--- src/rtl/block_controller_pkg.sv ---
`default_nettype none
// ============================================================================
// Module      : block_controller_pkg
// Description : Shared types, default geometry and thread-base helper for the
//               block controller.
// Revision    : 1.0 - initial release
// ============================================================================
package block_controller_pkg;

  localparam int DATA_WIDTH               = 8;
  localparam int DEFAULT_WARPS_PER_CORE   = 4;
  localparam int DEFAULT_THREADS_PER_WARP = 8;

  typedef logic [DATA_WIDTH-1:0] data_t;

  typedef enum logic [1:0] {
    S_IDLE   = 2'd0,
    S_LAUNCH = 2'd1,
    S_RUN    = 2'd2,
    S_DONE   = 2'd3
  } block_state_t;

  // First global thread ID of a lane; wraps modulo the data_t width.
  function automatic data_t thread_base(
    input data_t       block_id,
    input data_t       n,
    input int unsigned lane,
    input int unsigned tpw
  );
    logic [31:0] w_full;
    w_full = 32'(block_id) * 32'(n) * tpw + lane * tpw;
    return w_full[DATA_WIDTH-1:0];
  endfunction

endpackage
`default_nettype wire

--- src/rtl/block_controller.sv ---
`default_nettype none
// ============================================================================
// Module      : block_controller
// Description : Launches up to WARPS_PER_CORE warps for one thread block,
//               tracks per-warp completion and reports block done.
// Revision    : 1.0 - initial release
// ============================================================================
module block_controller
  import block_controller_pkg::*;
#(
  parameter int WARPS_PER_CORE   = DEFAULT_WARPS_PER_CORE,
  parameter int THREADS_PER_WARP = DEFAULT_THREADS_PER_WARP
) (
  input  logic                             clk,
  input  logic                             reset,
  input  logic                             core_start,
  input  logic                             core_reset,
  input  data_t                            core_block_id,
  input  data_t                            num_warps,
  output logic                             core_done,
  output logic  [WARPS_PER_CORE-1:0]       warp_start,
  input  logic  [WARPS_PER_CORE-1:0]       warp_done,
  output data_t                            warp_block_id,
  output data_t [WARPS_PER_CORE-1:0]       warp_thread_base,
  output logic                             busy
);

  block_state_t               r_state;
  data_t                      r_block_id;
  data_t                      r_n;
  logic                       r_core_done;
  logic [WARPS_PER_CORE-1:0]  r_warp_start;
  logic [WARPS_PER_CORE-1:0]  r_done_mask;
  logic [WARPS_PER_CORE-1:0]  w_active_mask;
  logic [WARPS_PER_CORE-1:0]  w_done_hit;
  logic [WARPS_PER_CORE-1:0]  w_done_next;
  logic                       w_all_done;
  data_t                      w_n_clamp;

  assign w_n_clamp = (num_warps > data_t'(WARPS_PER_CORE)) ? data_t'(WARPS_PER_CORE)
                                                           : num_warps;

  // Completion is judged on the mask as it will be after this edge, so done
  // rises in the cycle right after the last warp_done is sampled.
  assign w_done_hit  = (r_state == S_RUN) ? (warp_done & w_active_mask) : '0;
  assign w_done_next = r_done_mask | w_done_hit;
  assign w_all_done  = (w_done_next == w_active_mask);

  always_ff @(posedge clk) begin
    if (!reset) begin
      r_state     <= S_IDLE;
      r_core_done <= 1'b0;
      r_block_id  <= '0;
      r_n         <= '0;
    end else if (core_reset) begin
      r_state     <= S_IDLE;
      r_core_done <= 1'b0;
    end else begin
      case (r_state)
        S_IDLE: begin
          if (core_start) begin
            r_state    <= S_LAUNCH;
            r_block_id <= core_block_id;
            r_n        <= w_n_clamp;
          end
        end
        S_LAUNCH: begin
          if (r_n == '0) begin
            r_state     <= S_DONE;
            r_core_done <= 1'b1;
          end else begin
            r_state <= S_RUN;
          end
        end
        S_RUN: begin
          if (w_all_done) begin
            r_state     <= S_DONE;
            r_core_done <= 1'b1;
          end
        end
        S_DONE: begin
          r_state <= S_DONE;
        end
        default: begin
          r_state <= S_IDLE;
        end
      endcase
    end
  end

  for (genvar w = 0; w < WARPS_PER_CORE; w++) begin : g_lane
    logic  r_start;
    logic  r_done;
    data_t r_base;

    assign w_active_mask[w]    = (r_n > data_t'(w));
    assign r_warp_start[w]     = r_start;
    assign r_done_mask[w]      = r_done;
    assign warp_thread_base[w] = r_base;

    always_ff @(posedge clk) begin
      if (!reset) begin
        r_start <= 1'b0;
        r_done  <= 1'b0;
        r_base  <= '0;
      end else if (core_reset) begin
        r_start <= 1'b0;
        r_done  <= 1'b0;
      end else if (r_state == S_LAUNCH) begin
        r_start <= w_active_mask[w];
        r_done  <= 1'b0;
        r_base  <= w_active_mask[w] ? thread_base(r_block_id, r_n, w, THREADS_PER_WARP)
                                    : '0;
      end else if (w_done_hit[w]) begin
        r_start <= 1'b0;
        r_done  <= 1'b1;
      end
    end
  end

  assign core_done     = r_core_done;
  assign warp_start    = r_warp_start;
  assign warp_block_id = r_block_id;
  assign busy          = (r_state != S_IDLE);

endmodule
`default_nettype wire

--- config.mk ---
export PLATFORM = sky130hd
export DESIGN_NAME = block_controller
export DESIGN_NICKNAME = d
export VERILOG_FILES = /design/src/rtl/block_controller_pkg.sv /design/src/rtl/block_controller.sv
export SDC_FILE = /design/constraint.sdc
export NUM_CORES = 1
export LEC_CHECK = 0
export ABC_AREA = 1
export CAP_MARGIN = 20
export CORE_MARGIN = 2
export CORE_UTILIZATION = 40
export CTS_CLUSTER_SIZE = 40
export DETAILED_ROUTE_END_ITERATION = 7
export PLACE_DENSITY = 0.69
export SLEW_MARGIN = 0
export SYNTH_ARGS = -nofsm -noshare
export SYNTH_HDL_FRONTEND = slang
export SYNTH_SLANG_ARGS = --single-unit
--- constraint.sdc ---
create_clock -name clk -period 5.22 [get_ports clk]
set_input_delay 1.044 -clock clk [delete_from_list [all_inputs] [get_ports clk]]
set_output_delay 1.044 -clock clk [all_outputs]
set_load 0.02 [all_outputs]
# Word-level counts from Yosys, hierarchy flattened
# Index checks and enable logic that the tools add are counted.
[totals] elab_cells=71 out_inout_bits=46 register_bits=59
[op_classes] bitwise=4 n_addsub=3 n_eq_ne=7 n_reduce_logical=14 mul=1 magnitude_cmp=5 muxes=21
[ops] operator="two-way mux 8 bit" n=5
[ops] operator="adder 8 x 5 -> 8 bit (second input constant)" n=2
[ops] operator="> comparator 8 x 1 -> 1 bit (second input constant)" n=2
[ops] operator="> comparator 8 x 2 -> 1 bit (second input constant)" n=2
[ops] operator="nonzero test 2 bit" n=6
[ops] operator="two-way mux 1 bit" n=11
[ops] operator="adder 8 x 4 -> 8 bit (second input constant)" n=1
[ops] operator="> comparator 8 x 3 -> 1 bit (second input constant)" n=1
[ops] operator="logical NOT 8 bit" n=1
[ops] operator="multiplier 8 x 8 -> 5 bit" n=1
[ops] operator="case mux 2 bit (4 select lines)" n=1
[ops] operator="!= test 2 bit (second input constant)" n=3
[ops] operator="AND reduction 3 bit" n=2
[ops] operator="bitwise AND 4 bit" n=1
[ops] operator="== test 2 bit (second input constant)" n=2
[ops] operator="== test 4 bit" n=1
[ops] operator="two-way mux 2 bit" n=2
[ops] operator="two-way mux 4 bit" n=1
[ops] operator="bitwise OR 4 bit" n=1
[ops] operator="AND reduction 2 bit" n=2
[ops] operator="OR reduction 3 bit" n=1
[ops] operator="== test 2 x 1 -> 1 bit (second input constant)" n=1
[ops] operator="logical NOT 2 bit" n=1
[ops] operator="NOT 1 bit" n=2
[ops] operator="2 further kinds" n=2

# Logic depth before layout (Yosys ltp)
[depth] depth_word=7 mapped_depth=18 ltp_nobuf=18

# Worst setup path after synthesis
# OpenSTA, ideal clock, no wires.
[synth_path] kind="register to register" startpoint="reg r_block_id[0], in the netlist warp_block_id[0]" endpoint="reg g_lane[3].r_base[7]" path_stages_with_launch=19 t_arrival_ns=2.893 period_less_slack_ns=3.025 setup_ns=0.132 slack_ns=2.195 path_buffers=0 path_cell_list="dfxtp_1 nand2_1 inv_1 ha_1 ha_1 fa_1 fa_1 inv_1 nand2_1 nand2_1 nand2_1 nand2_1 nand2_1 nand2_1 nand2_2 nand2_2 nand2_1 nand3_1 a21oi_1"
[synth_via] elab_chain_len=3
[synth_rtl] element="start, declared" line_no="block_controller.sv:29" text="data_t r_block_id;"
[synth_rtl] element="start signal, assigned" line_no="block_controller.sv:63" text="r_block_id <= core_block_id;"
[synth_rtl] element="multiplier 8 x 8 -> 5 bit" line_no="block_controller_pkg.sv:31" text="w_full = 32'(block_id) * 32'(n) * tpw + lane * tpw;"
[synth_rtl] element="adder 8 x 5 -> 8 bit" line_no="block_controller_pkg.sv:31"
[synth_rtl] element="two-way mux 8 bit" line_no="block_controller.sv:112" text="r_base <= w_active_mask[w] ? thread_base(r_block_id, r_n, w, THREADS_PER_WARP)"
[synth_rtl] element="end signal, assigned" line_no="block_controller.sv:112"
[synth_rtl] element="end, declared" line_no="block_controller.sv:94" text="data_t r_base;"
# Every way passes these cells.
# A chain may end at the register's enable or synchronous reset.

# Worst setup path in the final report
[layout_path] startpoint="reg r_block_id[0], in the netlist warp_block_id[0]" endpoint="reg g_lane[1].r_base[7]"
[layout_via] elab_chain_len=3
[layout_rtl] element="multiplier 8 x 8 -> 5 bit" line_no="block_controller_pkg.sv:31"
[layout_rtl] element="adder 8 x 4 -> 8 bit" line_no="block_controller_pkg.sv:31"
[layout_rtl] element="two-way mux 8 bit" line_no="block_controller.sv:112"
[layout_rtl] element="end signal, assigned" line_no="block_controller.sv:112"
[layout_rtl] element="end, declared" line_no="block_controller.sv:94"
# Every way passes these cells.

==> impl_results.md <==
- Setup WS post-layout: 2.03 ns
- Synth area leader: dfxtp_1
- Maximum VDD drop: 0.120 mV
- Placed Cells: about 480
- Synthesized netlist cell count: about 360
- Dpl ws: 1.94 ns
- Net Sw Frac: 0.287
- Num CTS Buffers: 5
- Switching Power: slightly above 0.2 mW
- Pin slew with the least headroom to its limit: 0.621 ns
- Setup TNS: 0 ns
- PortBufs: 57
- Row cnt: 29
- Fmax: about 0.31 GHz
- Htree depth: 2
- Hold Worst Slack: between 0.4 and 0.5 ns
- Largest family of logic cells by synthesized area: simple AND/OR/NAND/NOR gates
- Clock root cell: clkbuf_8
- Hold-fix buffers, CTS: 0
- XOR/XNOR share of the synthesized area: 0.00687
- Die Wd: roughly 84 µm
- EDFF count, synth: 0
- P per Cell Area: ~220 mW/mm²
- Worst-Skew Late Latency: 0.30 ns
- Flops & latches, synth: 47
- Synth cell types: 33
- Post-DR wirelength/cell: between 10 and 15 µm
- DR WL met2: 2.55 mm
- Metal3 WL: 343 µm
- Largest net degree at the start of global routing: 20
- Die Ht: ~84 µm
- Boundary Pins: 70
- DR vias/cell: roughly 4.7
- Setup CP Type: register to register
- Crit path capture type: register
- Most numerous cell in the Yosys netlist: nand2_1
- DRC viols: 0
- Clock sinks: 47
- Core area: 0.00624 mm²
- Multiplexer area fraction after synthesis: 0
- Highest routed layer: met4
- Fillers: 632
- Worst Path Arrival: 3.40 ns
- Syn avg cell area: slightly above 7 µm²
- Leak: approximately 1.4 nW
- GRT Total Usage: 0.159
- Final setup viols: 0
- Period utilization: 0.610
- Synthesized area: about 0.0026 mm²
- Drt first pass iters: 4
- Via count: approximately 2300
- Placer Congestion: between 0.8 and 0.9
- Utilization after layout: 0.511
- Initial antenna violation count: 0
- Worst-path clk slew: approximately 0.08 ns
- CP Data Required Time: around 5.4 ns
- Initial core utilization: 0.409
- Sequential share of power: 0.529
- Critical path launch point type: register
- Post-Synth Adder-Cell Area: 0.0647
- Post-layout min period: between 3 and 4 ns
- 1st-iter DRT viols: 70
- FF/Latch Area: approximately 940 µm²
- Register-to-register setup slack: 2.03 ns
- Post-synth ARST share: 0
- Simple-Gate Fraction of Synth Area: 0.318
- Max-slew violations: 0
- Seq/Total Area, Yosys: 0.369
- Final wirelength: 5.50 mm
- Clock share of power: 0.305
- Max Cap Viol: 0
- Final hold violation count: 0
- Hpwl dp: roughly 4.2 mm
- Status: complete, no violations
- Pint: a little over 0.5 mW
- Ant diodes: 0
- Ranking of synthesized cells by area: dfxtp_1 (37%), nand2_1 (12%), nor2_1 (6.5%)
- Max Buffers Root-to-Sink: 2
- Final Non-Filler Cells: 490
- Total congestion overflow: 0
- Top FF cell, synth: dfxtp_1
- Worst Hold Class: register to register
- Footprint of the multi-input gates: between 0.001 and 0.0015 mm²
- Vias in the first global route: roughly 2100
- Compound-cell area share of the yosys netlist: 0.108
- Nets: between 400 and 500
- Layout Area Growth over Synthesis: 25.0%
- Number of buffers added for setup after CTS: 0
- M1 wire length: 2.52 mm
- Slew HR: 0.585
- Post-Route Skew: 0.00664 ns
- Post-synth top area share: 0.369
- Worst-path maximum fanout: 8
- Post-CTS sizing: 0
- Synth warnings: 0
- CTS tree: yes
- Ratio of cells with drive above 1 in the final layout: 0.0969
- RSZ-0062 raised after global routing: no
- DRT antenna net count: 0
- Die Area: 0.00703 mm²
- First-pass GRT wire length: 9.23 mm
- Post-synth top cells: nand2_1 (84), dfxtp_1 (47), nor2_1 (44)
- Logic pwr share: 0.165
==> cell type report <==
class	instances	share of cell area
timing repair buffer	57	0.179
tap	77	0.0302
clock buffer	6	0.0228
sequential	47	0.295
multi-input combinational	253	0.412
clock inverter	2	0.00392
inverter	48	0.0565
==> through the flow <==
step	area, µm²	total power [mW]
detailed placement	3100	0.505
CTS	3190	0.719
floorplan	2590	0.465
finish	3190	0.715
global route	3190	0.749
global placement	3100	0.503
==> routing by layer <==
layer / global-route usage / vias up
li1: - / 1207
met5: 0 / -
met4: 0.0499 / 0
met1: 0.204 / 1011
met3: 0.0396 / 8
met2: 0.263 / 60
==> critical path, stage by stage (launching register included) <==
cell	delay (ns)
dfxtp_1	0.47
nand2_1	0.08
inv_1	0.06
ha_1	0.23
ha_1	0.33
fa_1	0.51
fa_1	0.45
nand2_1	0.14
nand2_1	0.07
nand2_1	0.09
nand2_1	0.07
nand2_1	0.09
nand2_1	0.08
nand2_2	0.11
nand2_2	0.08
nand2_1	0.06
nand3_1	0.06
a21oi_1	0.13
==> layout by cell type (no fill, tap or decap), types with 2 or more instances in the layout <==
master	n
nand2_1	84
clkdlybuf4s50_1	57
dfxtp_1	47
nor2_1	44
inv_1	39
a21oi_1	32
nand3_1	17
o21ai_0	17
conb_1	12
ha_1	10
inv_2	8
nand3_2	5
nand2_2	5
clkbuf_8	5
nor2_2	4
nor2_4	3
or2_2	3
nor3_1	3
nand3b_2	2
fa_1	2
==> power groups by stage <==
stage	clock [mW]	combinational [mW]	sequential, mW
2_1_floorplan	0	0.0727	0.392
3_3_place_gp	0	0.117	0.387
3_5_place_dp	0	0.118	0.387
4_1_cts	0.221	0.119	0.378
5_1_grt	0.238	0.130	0.380
6_report	0.218	0.118	0.379
==> kinds of logic after synthesis <==
| kind of cell | after synthesis |
|---|---|
| and+or+nand+nor | 174 |
| xor gates and xnor gates | 2 |
| other | 1 |
| buffers and inverters | 70 |
| AOI/OAI and AO/OA | 53 |
| adders and majority gates | 12 |
| DFF | 47 |
==> flip-flops by register name, summed over array words and instances, names as in the netlist <==
name            cells
core_done           1
g_lane.r_base      20
r_n                 8
warp_block_id       8
g_lane.r_done       4
g_lane.r_start      4
r_state             2
==> final timing paths <==
path	cells past startpoint	to	startpoint
worst min-delay path	2	r_n[7]	r_n[7]
worst max-delay path	17	g_lane[1].r_base[7]	warp_block_id[0]
worst min register to register	2	r_n[7]	r_n[7]
worst max register to register	17	g_lane[1].r_base[7]	warp_block_id[0]
No activity file was read; power rests on OpenSTA's default activity.
